**src/rtl/mmu_seq.sv**
```systemverilog
// Command sequencer for the SIZE x SIZE matrix-multiply unit: queues LOAD/MULT/SWAP
// commands and drives the mmu handshakes in order, with MULT repeats, overlapped load and abort.
module mmu_seq #(
  parameter int unsigned SIZE      = 64,
  parameter int unsigned CMD_DEPTH = 4,
  parameter int unsigned CNT_W     = 8,
  parameter int unsigned PERF_W    = 32
) (
  input  logic              clk,
  input  logic              rst_n,
  input  logic [1:0]        cmd_op,
  input  logic [CNT_W-1:0]  cmd_cnt,
  input  logic              cmd_ovl,
  input  logic              cmd_push,
  output logic              cmd_rdy,
  input  logic              abort,
  input  logic              weight_ld_rdy,
  output logic              weight_ld_start,
  input  logic              weight_ld_done,
  output logic              weight_swap,
  input  logic              mult_rdy,
  output logic              mult_start,
  input  logic              mult_done,
  output logic              busy,
  output logic              cmd_done,
  output logic              err,
  input  logic              err_clr,
  output logic [PERF_W-1:0] perf_busy_cyc
);
  // SIZE is only forwarded to the array; folding it in here keeps it referenced.
  localparam int unsigned QD = (SIZE > 0) ? CMD_DEPTH : 2;
  localparam int unsigned PW = $clog2(QD);

  localparam logic [1:0] OP_NOP = 2'd0, OP_LD = 2'd1, OP_MUL = 2'd2;

  typedef struct packed {
    logic [1:0]       op;
    logic [CNT_W-1:0] cnt;
    logic             ovl;
  } cmd_t;

  typedef enum logic [2:0] {IDLE, LD_ISSUE, LD_WAIT, MUL_ISSUE, MUL_WAIT, SWAP, RETIRE} state_e;

  cmd_t             q_mem [QD];
  cmd_t             head;
  logic [PW-1:0]    wp_q, rp_q;
  logic [PW:0]      cnt_q;
  state_e           state_q;
  logic [CNT_W-1:0] rem_q;
  logic             ovl_q, ovl_iss_q;
  logic             ld_out_q, mul_out_q, ld_orph_q, mul_orph_q;
  logic             ld_start_q, mul_start_q, swap_q, done_q, err_q;
  logic [PERF_W-1:0] perf_q;
  logic             push_ok, pop;
  logic             ld_done_orph, ld_done_ok, mul_done_orph, mul_done_ok, err_set;

  assign head    = q_mem[rp_q];
  // A full queue still accepts a push in a cycle where IDLE pops the head.
  assign cmd_rdy = (cnt_q != (PW+1)'(QD)) || (state_q == IDLE);
  assign busy    = (cnt_q != '0) || (state_q != IDLE);
  assign push_ok = cmd_push && cmd_rdy && !abort;
  assign pop     = (state_q == IDLE) && (cnt_q != '0) && !abort;

  // Done pulses go first to a pre-abort orphan, then to the live command, else flag err.
  assign ld_done_orph  = weight_ld_done && ld_orph_q;
  assign ld_done_ok    = weight_ld_done && !ld_orph_q && ld_out_q;
  assign mul_done_orph = mult_done && mul_orph_q;
  assign mul_done_ok   = mult_done && !mul_orph_q && mul_out_q;
  assign err_set = (weight_ld_done && !ld_orph_q && !ld_out_q) ||
                   (mult_done && !mul_orph_q && !mul_out_q);

  assign weight_ld_start = ld_start_q;
  assign mult_start      = mul_start_q;
  assign weight_swap     = swap_q;
  assign cmd_done        = done_q;
  assign err             = err_q;
  assign perf_busy_cyc   = perf_q;

  always_ff @(posedge clk) begin
    if (push_ok) q_mem[wp_q] <= {cmd_op, cmd_cnt, cmd_ovl};
  end

  always_ff @(posedge clk) begin
    if (!rst_n) begin
      wp_q <= '0; rp_q <= '0; cnt_q <= '0;
      state_q <= IDLE; rem_q <= '0; ovl_q <= 1'b0; ovl_iss_q <= 1'b0;
      ld_out_q <= 1'b0; mul_out_q <= 1'b0; ld_orph_q <= 1'b0; mul_orph_q <= 1'b0;
      ld_start_q <= 1'b0; mul_start_q <= 1'b0; swap_q <= 1'b0; done_q <= 1'b0;
      err_q <= 1'b0; perf_q <= '0;
    end else begin
      ld_start_q <= 1'b0; mul_start_q <= 1'b0; swap_q <= 1'b0; done_q <= 1'b0;
      if (err_set) err_q <= 1'b1;
      else if (err_clr) err_q <= 1'b0;
      if (busy && perf_q != '1) perf_q <= perf_q + 1'b1;

      if (ld_done_orph)  ld_orph_q  <= 1'b0;
      if (ld_done_ok)    ld_out_q   <= 1'b0;
      if (mul_done_orph) mul_orph_q <= 1'b0;
      if (mul_done_ok) begin
        mul_out_q <= 1'b0;
        if (rem_q != '0) rem_q <= rem_q - 1'b1;
      end

      if (abort) begin
        wp_q <= '0; rp_q <= '0; cnt_q <= '0;
        state_q <= IDLE; rem_q <= '0; ovl_q <= 1'b0; ovl_iss_q <= 1'b0;
        ld_out_q <= 1'b0; mul_out_q <= 1'b0;
        ld_orph_q  <= (ld_orph_q && !ld_done_orph) || (ld_out_q && !ld_done_ok);
        mul_orph_q <= (mul_orph_q && !mul_done_orph) || (mul_out_q && !mul_done_ok);
      end else begin
        if (push_ok) wp_q <= wp_q + 1'b1;
        if (pop)     rp_q <= rp_q + 1'b1;
        if (push_ok && !pop)      cnt_q <= cnt_q + 1'b1;
        else if (pop && !push_ok) cnt_q <= cnt_q - 1'b1;

        // Overlap load is retried every MULT cycle until the mmu takes it.
        if ((state_q == MUL_ISSUE || state_q == MUL_WAIT) && ovl_q && !ovl_iss_q && weight_ld_rdy) begin
          ld_start_q <= 1'b1; ld_out_q <= 1'b1; ovl_iss_q <= 1'b1;
        end

        case (state_q)
          IDLE: if (pop) begin
            rem_q     <= (head.cnt == '0) ? CNT_W'(1) : head.cnt;
            ovl_q     <= head.ovl && (head.op == OP_MUL);
            ovl_iss_q <= 1'b0;
            case (head.op)
              OP_NOP:  state_q <= RETIRE;
              OP_LD:   state_q <= LD_ISSUE;
              OP_MUL:  state_q <= MUL_ISSUE;
              default: state_q <= SWAP;
            endcase
          end
          LD_ISSUE: if (weight_ld_rdy) begin
            ld_start_q <= 1'b1; ld_out_q <= 1'b1; state_q <= LD_WAIT;
          end
          LD_WAIT: if (ld_done_ok) state_q <= RETIRE;
          MUL_ISSUE: if (mult_rdy) begin
            mul_start_q <= 1'b1; mul_out_q <= 1'b1; state_q <= MUL_WAIT;
          end
          MUL_WAIT: begin
            if (mul_done_ok && rem_q > CNT_W'(1)) state_q <= MUL_ISSUE;
            else if (rem_q == '0 && !mul_out_q && (!ovl_q || ovl_iss_q) && !ld_out_q)
              state_q <= RETIRE;
          end
          SWAP: if (!ld_out_q) begin
            swap_q <= 1'b1; state_q <= RETIRE;
          end
          RETIRE: begin
            done_q <= 1'b1; state_q <= IDLE;
          end
          default: state_q <= IDLE;
        endcase
      end
    end
  end
endmodule
```
**config.mk**
```make
export PLATFORM = sky130hd
export DESIGN_NAME = mmu_seq
export DESIGN_NICKNAME = d
export VERILOG_FILES = /design/src/rtl/mmu_seq.sv
export SDC_FILE = /design/constraint.sdc
export NUM_CORES = 1
export LEC_CHECK = 0
export BUFFER_PORTS_ARGS = -buffer_cell sky130_fd_sc_hd__buf_4
export CAP_MARGIN = 20
export CORE_MARGIN = 2
export CORE_UTILIZATION = 52
export DETAILED_ROUTE_END_ITERATION = 8
export PLACE_DENSITY_LB_ADDON = 0.05
export SYNTH_ARGS = -nofsm -noshare
export SYNTH_HDL_FRONTEND = slang
export SYNTH_SLANG_ARGS = --single-unit
```
**constraint.sdc**
```tcl
create_clock -name clk -period 2.7 [get_ports clk]
set_input_delay 0.81 -clock clk [delete_from_list [all_inputs] [get_ports clk]]
set_output_delay 0.81 -clock clk [all_outputs]
set_load 0.05 [all_outputs]
```
Word level (Yosys, flattened, before mapping)
Memories as Yosys holds them, arrays and structs flattened. A register that Yosys moved wholly into a read port is not among the register bits.
Cells that the tools add are included.
{"block": "op_classes", "add_sub_neg": 6, "n_lt_le_gt_ge": 1, "n_eq_ne": 16, "mux": 42, "bitwise_logic": 3, "reduce_logical": 63}
{"operator": "$mux W8", "count": 5}
{"operator": "$add A32 B1 Y32 const B", "count": 1}
{"operator": "$ne A32 B32 Y1 const B", "count": 1}
{"operator": "$logic_and A1 B1 Y1", "count": 27}
{"operator": "$mux W3", "count": 9}
{"operator": "$mux W1", "count": 24}
{"operator": "$pmux W3 S6", "count": 1}
{"operator": "$logic_not A8 Y1", "count": 2}
{"operator": "$logic_not A1 Y1", "count": 13}
{"operator": "$ne A2 B2 Y1 const B", "count": 5}
{"operator": "$eq A3 B3 Y1 const B", "count": 3}
{"operator": "$pmux W3 S3", "count": 1}
{"operator": "$gt A8 B1 Y1 const B", "count": 1}
{"operator": "$reduce_bool A2 Y1", "count": 4}
{"operator": "$reduce_bool A8 Y1", "count": 1}
{"operator": "$sub A8 B1 Y8 const B", "count": 1}
{"operator": "$logic_or A1 B1 Y1", "count": 7}
{"operator": "$eq A3 B2 Y1 const B", "count": 2}
{"operator": "$reduce_and A6 Y1", "count": 1}
{"operator": "$reduce_bool A3 Y1", "count": 2}
{"operator": "$reduce_or A3 Y1", "count": 2}
{"operator": "$add A2 B1 Y2 const B", "count": 2}
{"operator": "$mux W2", "count": 2}
{"operator": "$add A3 B1 Y3 const B", "count": 1}
{"operator": "11 further kinds", "count": 13}
{"block": "totals", "regBits": 61, "mem_bits_rw": 44, "input_bits": 20, "mem_count": 1}
{"name": "q_mem", "words": 4, "word_bits": 11, "rd": 1, "rd_clocked_by_memory_dff": 1, "wr": 1, "line_no": "44", "text": "cmd_t q_mem [QD];"}

Longest topological paths before layout
{"block": "logic_depth", "depth_word": 8, "depth_mapped": 11, "mapped_depth_nobuf": 10}

Worst setup path before layout
No wires, ideal clock.
{"block": "synth_timing", "path_type": "flip-flop to flip-flop", "startpoint": "register state_q[1]", "endpoint": "register cnt_q[2]", "arrival_time_ns": 2.865, "t_required_ns": 2.630, "setup_slack_ns": -0.235, "path_stages_with_launch": 12, "path_buffers": 1, "cell_sequence": "dfxtp_1 > or3_1 > buf_4 > nand3_1 > nand2_1 > nor2_1 > ha_1 > inv_1 > fa_1 > xor2_1 > or3_1 > a21oi_1"}
{"block": "synth_between", "elab_chain_len": 7, "elab_cells_between_ends": 12, "cone_classes": "mux (1); reduce/logical (11)"}
{"item": "start, declared", "line_no": "48", "text": "state_e state_q;"}
{"item": "start signal, assigned", "line_no": "86", "text": "state_q <= IDLE; rem_q <= '0; ovl_q <= 1'b0; ovl_iss_q <= 1'b0;"}
{"item": "start signal, assigned", "line_no": "106", "text": "state_q <= IDLE; rem_q <= '0; ovl_q <= 1'b0; ovl_iss_q <= 1'b0;"}
{"item": "start signal, assigned", "line_no": "127", "text": "OP_NOP: state_q <= RETIRE;"}
{"item": "$logic_not A3 Y1 *", "line_no": "59", "text": "assign cmd_rdy = (cnt_q != (PW+1)'(QD)) || (state_q == IDLE);"}
{"item": "$logic_or A1 B1 Y1 *", "line_no": "59"}
{"item": "via cmd_rdy", "line_no": "15", "text": "output logic cmd_rdy,"}
{"item": "$logic_and A1 B1 Y1 * (2 in series)", "line_no": "61", "text": "assign push_ok = cmd_push && cmd_rdy && !abort;"}
{"item": "via push_ok", "line_no": "54", "text": "logic push_ok, pop;"}
{"item": "$logic_not A1 Y1", "line_no": "114", "text": "else if (pop && !push_ok) cnt_q <= cnt_q - 1'b1;"}
{"item": "$logic_and A1 B1 Y1", "line_no": "114"}
{"item": "$reduce_bool A2 Y1 (no source line)"}
{"item": "end signal, assigned", "line_no": "113", "text": "if (push_ok && !pop) cnt_q <= cnt_q + 1'b1;"}
{"item": "end signal, assigned", "line_no": "114"}
{"item": "end, declared", "line_no": "47", "text": "logic [PW:0] cnt_q;"}
The timed path passes the listed nets; every way through them passes the cells marked *.
A chain may end at the register's enable or synchronous reset.

Worst setup path after layout
{"block": "layout_timing", "startpoint": "register cnt_q[0]", "endpoint": "output port busy"}
{"block": "layout_between", "elab_chain_len": 2}
{"item": "$reduce_bool A3 Y1", "line_no": "60", "text": "assign busy = (cnt_q != '0) || (state_q != IDLE);"}
{"item": "$logic_or A1 B1 Y1", "line_no": "60"}
{"item": "end, declared", "line_no": "24", "text": "output logic busy,"}
No other way between the ends.

==> metrics.cfg <==
[sta]
maxClockFrequency_mhz = 396
setup_ws_ns = 0.177
worst_pin_slew_ns = 0.678
slew_viol_final = 0
min_period_over_period_pct = 93.4
finalHoldViolCount = 0
maxSlewHeadroom_pct = 54.6
rsz0062_at_grt = false
holdWs_ns = 0.484
finalSetupViolations = 0
fin_setup_tns_ns = 0
period_minus_slack_ns = 2.52
fin_worst_skew_ns = 0.0178

[clock_tree]
cts_tree = yes
ctsHtreeMaxLevel = 3
clock_path_buffers = 2
cts_buffers = 9
cts_sinks = 107
cts_hold_buf = 0
clk_latency_ns = 0.37
cts_root_buffer = clkbuf_8
clkSlewWorstSetupHoldPaths_ns = 0.11

[layout]
multi_input_area_mm2 = 0.00224
layout_commonest_cell = buf_4
fin_util_pct = 62.8
fin_nets = 562
drive_above_1_share_pct = 24.4
fillers = 759
syn_to_final_growth_pct = 16.8
seqCellArea_mm2 = 0.00258
fin_cells = 665
layout_common_cells = buf_4 (73), dfxtp_1 (63), edfxtp_1 (44)
n_antenna_cell = 0

[setup_path]
crit_arrival_ns = 1.71
ff2ff_setup_slack_ns = 0.18
path_class = flip-flop to output port
critPathMaxFanout = 5
rr_startpoint = state_q[0]
start_kind = flip-flop
rr_worst_depth = 10
required_ns = 1.89
crit_path_top_delay_cell = or3_1
crit_chain = or3_1, nor2_2, inv_2, buf_4
end_kind = output port
critPathMaxStageDelay_ns = 0.45
worst_r2r_endpoint = cnt_q[2]

[synthesis]
yosys_warnings = 0
ys.flop_type = dfxtp_1
synth_cell_types = 68
syn_inst = 462
syn-cell-area_mm2 = 0.00497
synth.top_cell.area_share_pct = 26.6
yosysSeqAreaShare_pct = 52.0
synth.largest_area_cell = edfxtp_1
async_reset_ff_share_pct = 0
ys_seq_elements = 107
synth_edf_count = 44
syn_nets = 493
synth_area_per_cell_um2 = 10.7
synth_area_leaders = edfxtp_1 (27%), dfxtp_1 (25%), mux4_2 (5.0%)

[grt]
gr-total-overflow = 0
grt_pass1_vias = 3425
grt_pass1_wl_mm = 16.6
grt_usage_pct = 20.5
grt_max_degree = 31
antenna_found_initial = 0

[run]
drv_cap = 0

[detailed_routing]
route.detailed.drc = 0
route.vias.total = 3691
drt_wl_total_mm = 10.2
wire_per_inst_um = 15.3
firstDrtPassIters = 4
drtIter0Drc = 133
final_antenna_net_count = 0
routed_via_density = 5.55

[floorplan]
die_y_um = 102
fp.dieW_um = 102
pin_count = 59
rows = 35
core_mm2 = 0.00924
initial_utilization_pct = 53.7
dieArea_mm2 = 0.0103

[placed_design]
portBuffers = 58
post-place-cells = 648
dp_slack_ns = 0.117
dp_hpwl_mm = 7.27
gp_congestion = 0.840

[hold_path]
holdPathEnd = ovl_q
holdCritStartpoint = ovl_q
hold_class = flip-flop to flip-flop
worstHoldPathCells = 2

[pwr]
leakagePower_uw = 0.00206
internal_power_uw = 2240
pwr-share-seq_pct = 56.0
power_switching_uw = 886
p_comb_share_pct = 13.1
powerDensity_mw_per_mm2 = 538
power_frac_clock_pct = 30.8
switching_share_pct = 28.4
peakVddDrop_mv = 0.318

[status]
status = completed

==> area by class of cell <==
| type | count | share of cell area (%) |
|---|---|---|
| multi-input cells | 322 | 38.7 |
| flip-flops and latches | 107 | 44.5 |
| repair buffers | 73 | 9.45 |
| clock buffers | 9 | 2.14 |
| inverters | 18 | 1.16 |
| well taps | 129 | 2.78 |
| clock inverters | 7 | 1.25 |
==> flip-flops by register name, summed over array words and instances, names as in the netlist, 2 cells and up, named ones only <==
| register | cells |
|---|---|
| cnt_q | 3 |
| perf_busy_cyc | 32 |
| state_q | 3 |
| rem_q | 8 |
| q_mem | 44 |
| rp_q | 2 |
| wp_q | 2 |
==> worst max path at each step <==
stage	depth (start not counted)	start	end	slack, ns
finish	4	cnt_q[0]	busy	0.18
global route	10	state_q[0]	cnt_q[2]	0.05
CTS	10	state_q[0]	cnt_q[2]	0.12
global placement	9	abort	cnt_q[2]	0.19
floorplan	11	state_q[1]	cnt_q[2]	0.01
detailed placement	9	abort	cnt_q[2]	0.12
==> power groups by stage <==
stage          clock network [µW]  registers [µW]  logic, µW
6_report                      963            1750        410
5_1_grt                      1050            1760        453
4_1_cts                       995            1750        407
3_5_place_dp                    0            1790        405
3_3_place_gp                    0            1780        400
2_1_floorplan                   0            1810        262
==> cells in the mapped netlist, drive strengths merged (3+ instances only) <==
library cell	number
edfxtp	44
and2	7
buf	6
ha	10
and4	6
nor3	10
mux2i	6
nand3	13
a21oi	36
dfxtp	63
inv	18
nor2	41
or3	21
o211a	3
mux4	11
and3	4
nand4	12
nor4	9
a22oi	3
o21ai	25
clkbuf	9
nand2	41
xor2	5
a31oi	3
nand2b	7
a31o	3
or2	4
xnor2	9
==> metrics by stage <==
step	power (µW)	cell area, µm²
2_1_floorplan	2070	4970
3_3_place_gp	2190	5590
3_5_place_dp	2190	5590
4_1_cts	3150	5790
5_1_grt	3260	5800
6_report	3120	5800
==> critical path: cells and delay by family (launching register included) <==
| family | cells | cell delay (ns) |
|---|---|---|
| AND/OR/NAND/NOR | 2 | 0.65 |
| flip-flops | 1 | 0.38 |
| buffers and inverters | 2 | 0.31 |
==> per-layer routing <==
metal  routed length, µm  GRT usage [%]
met2                4660           31.3
met1                4910           29.5
met3                 422           3.66
met5                   0              0
met4                 160           7.38
==> timing repair <==
| item | CTS | global route |
|---|---|---|
| gates resized for setup | 0 | 1 |
| endpoints found under the setup margin | 0 | 1 |
| buffers inserted | 0 | 1 |
==> kinds of logic (layout without fill, tap and decap cells) <==
| kind of cell | count (synthesis) | count (layout) | synth area share [%] |
|---|---|---|---|
| flops | 107 | 107 | 52.0 |
| mux | 18 | 18 | 6.42 |
| xor+xnor | 14 | 14 | 2.47 |
| simple gates | 184 | 184 | 19.9 |
| fa+ha+maj | 13 | 13 | 3.33 |
| compound gates | 93 | 93 | 12.9 |
| buf+inv | 33 | 107 | 3.00 |
Power figures use the tool's default switching activity.
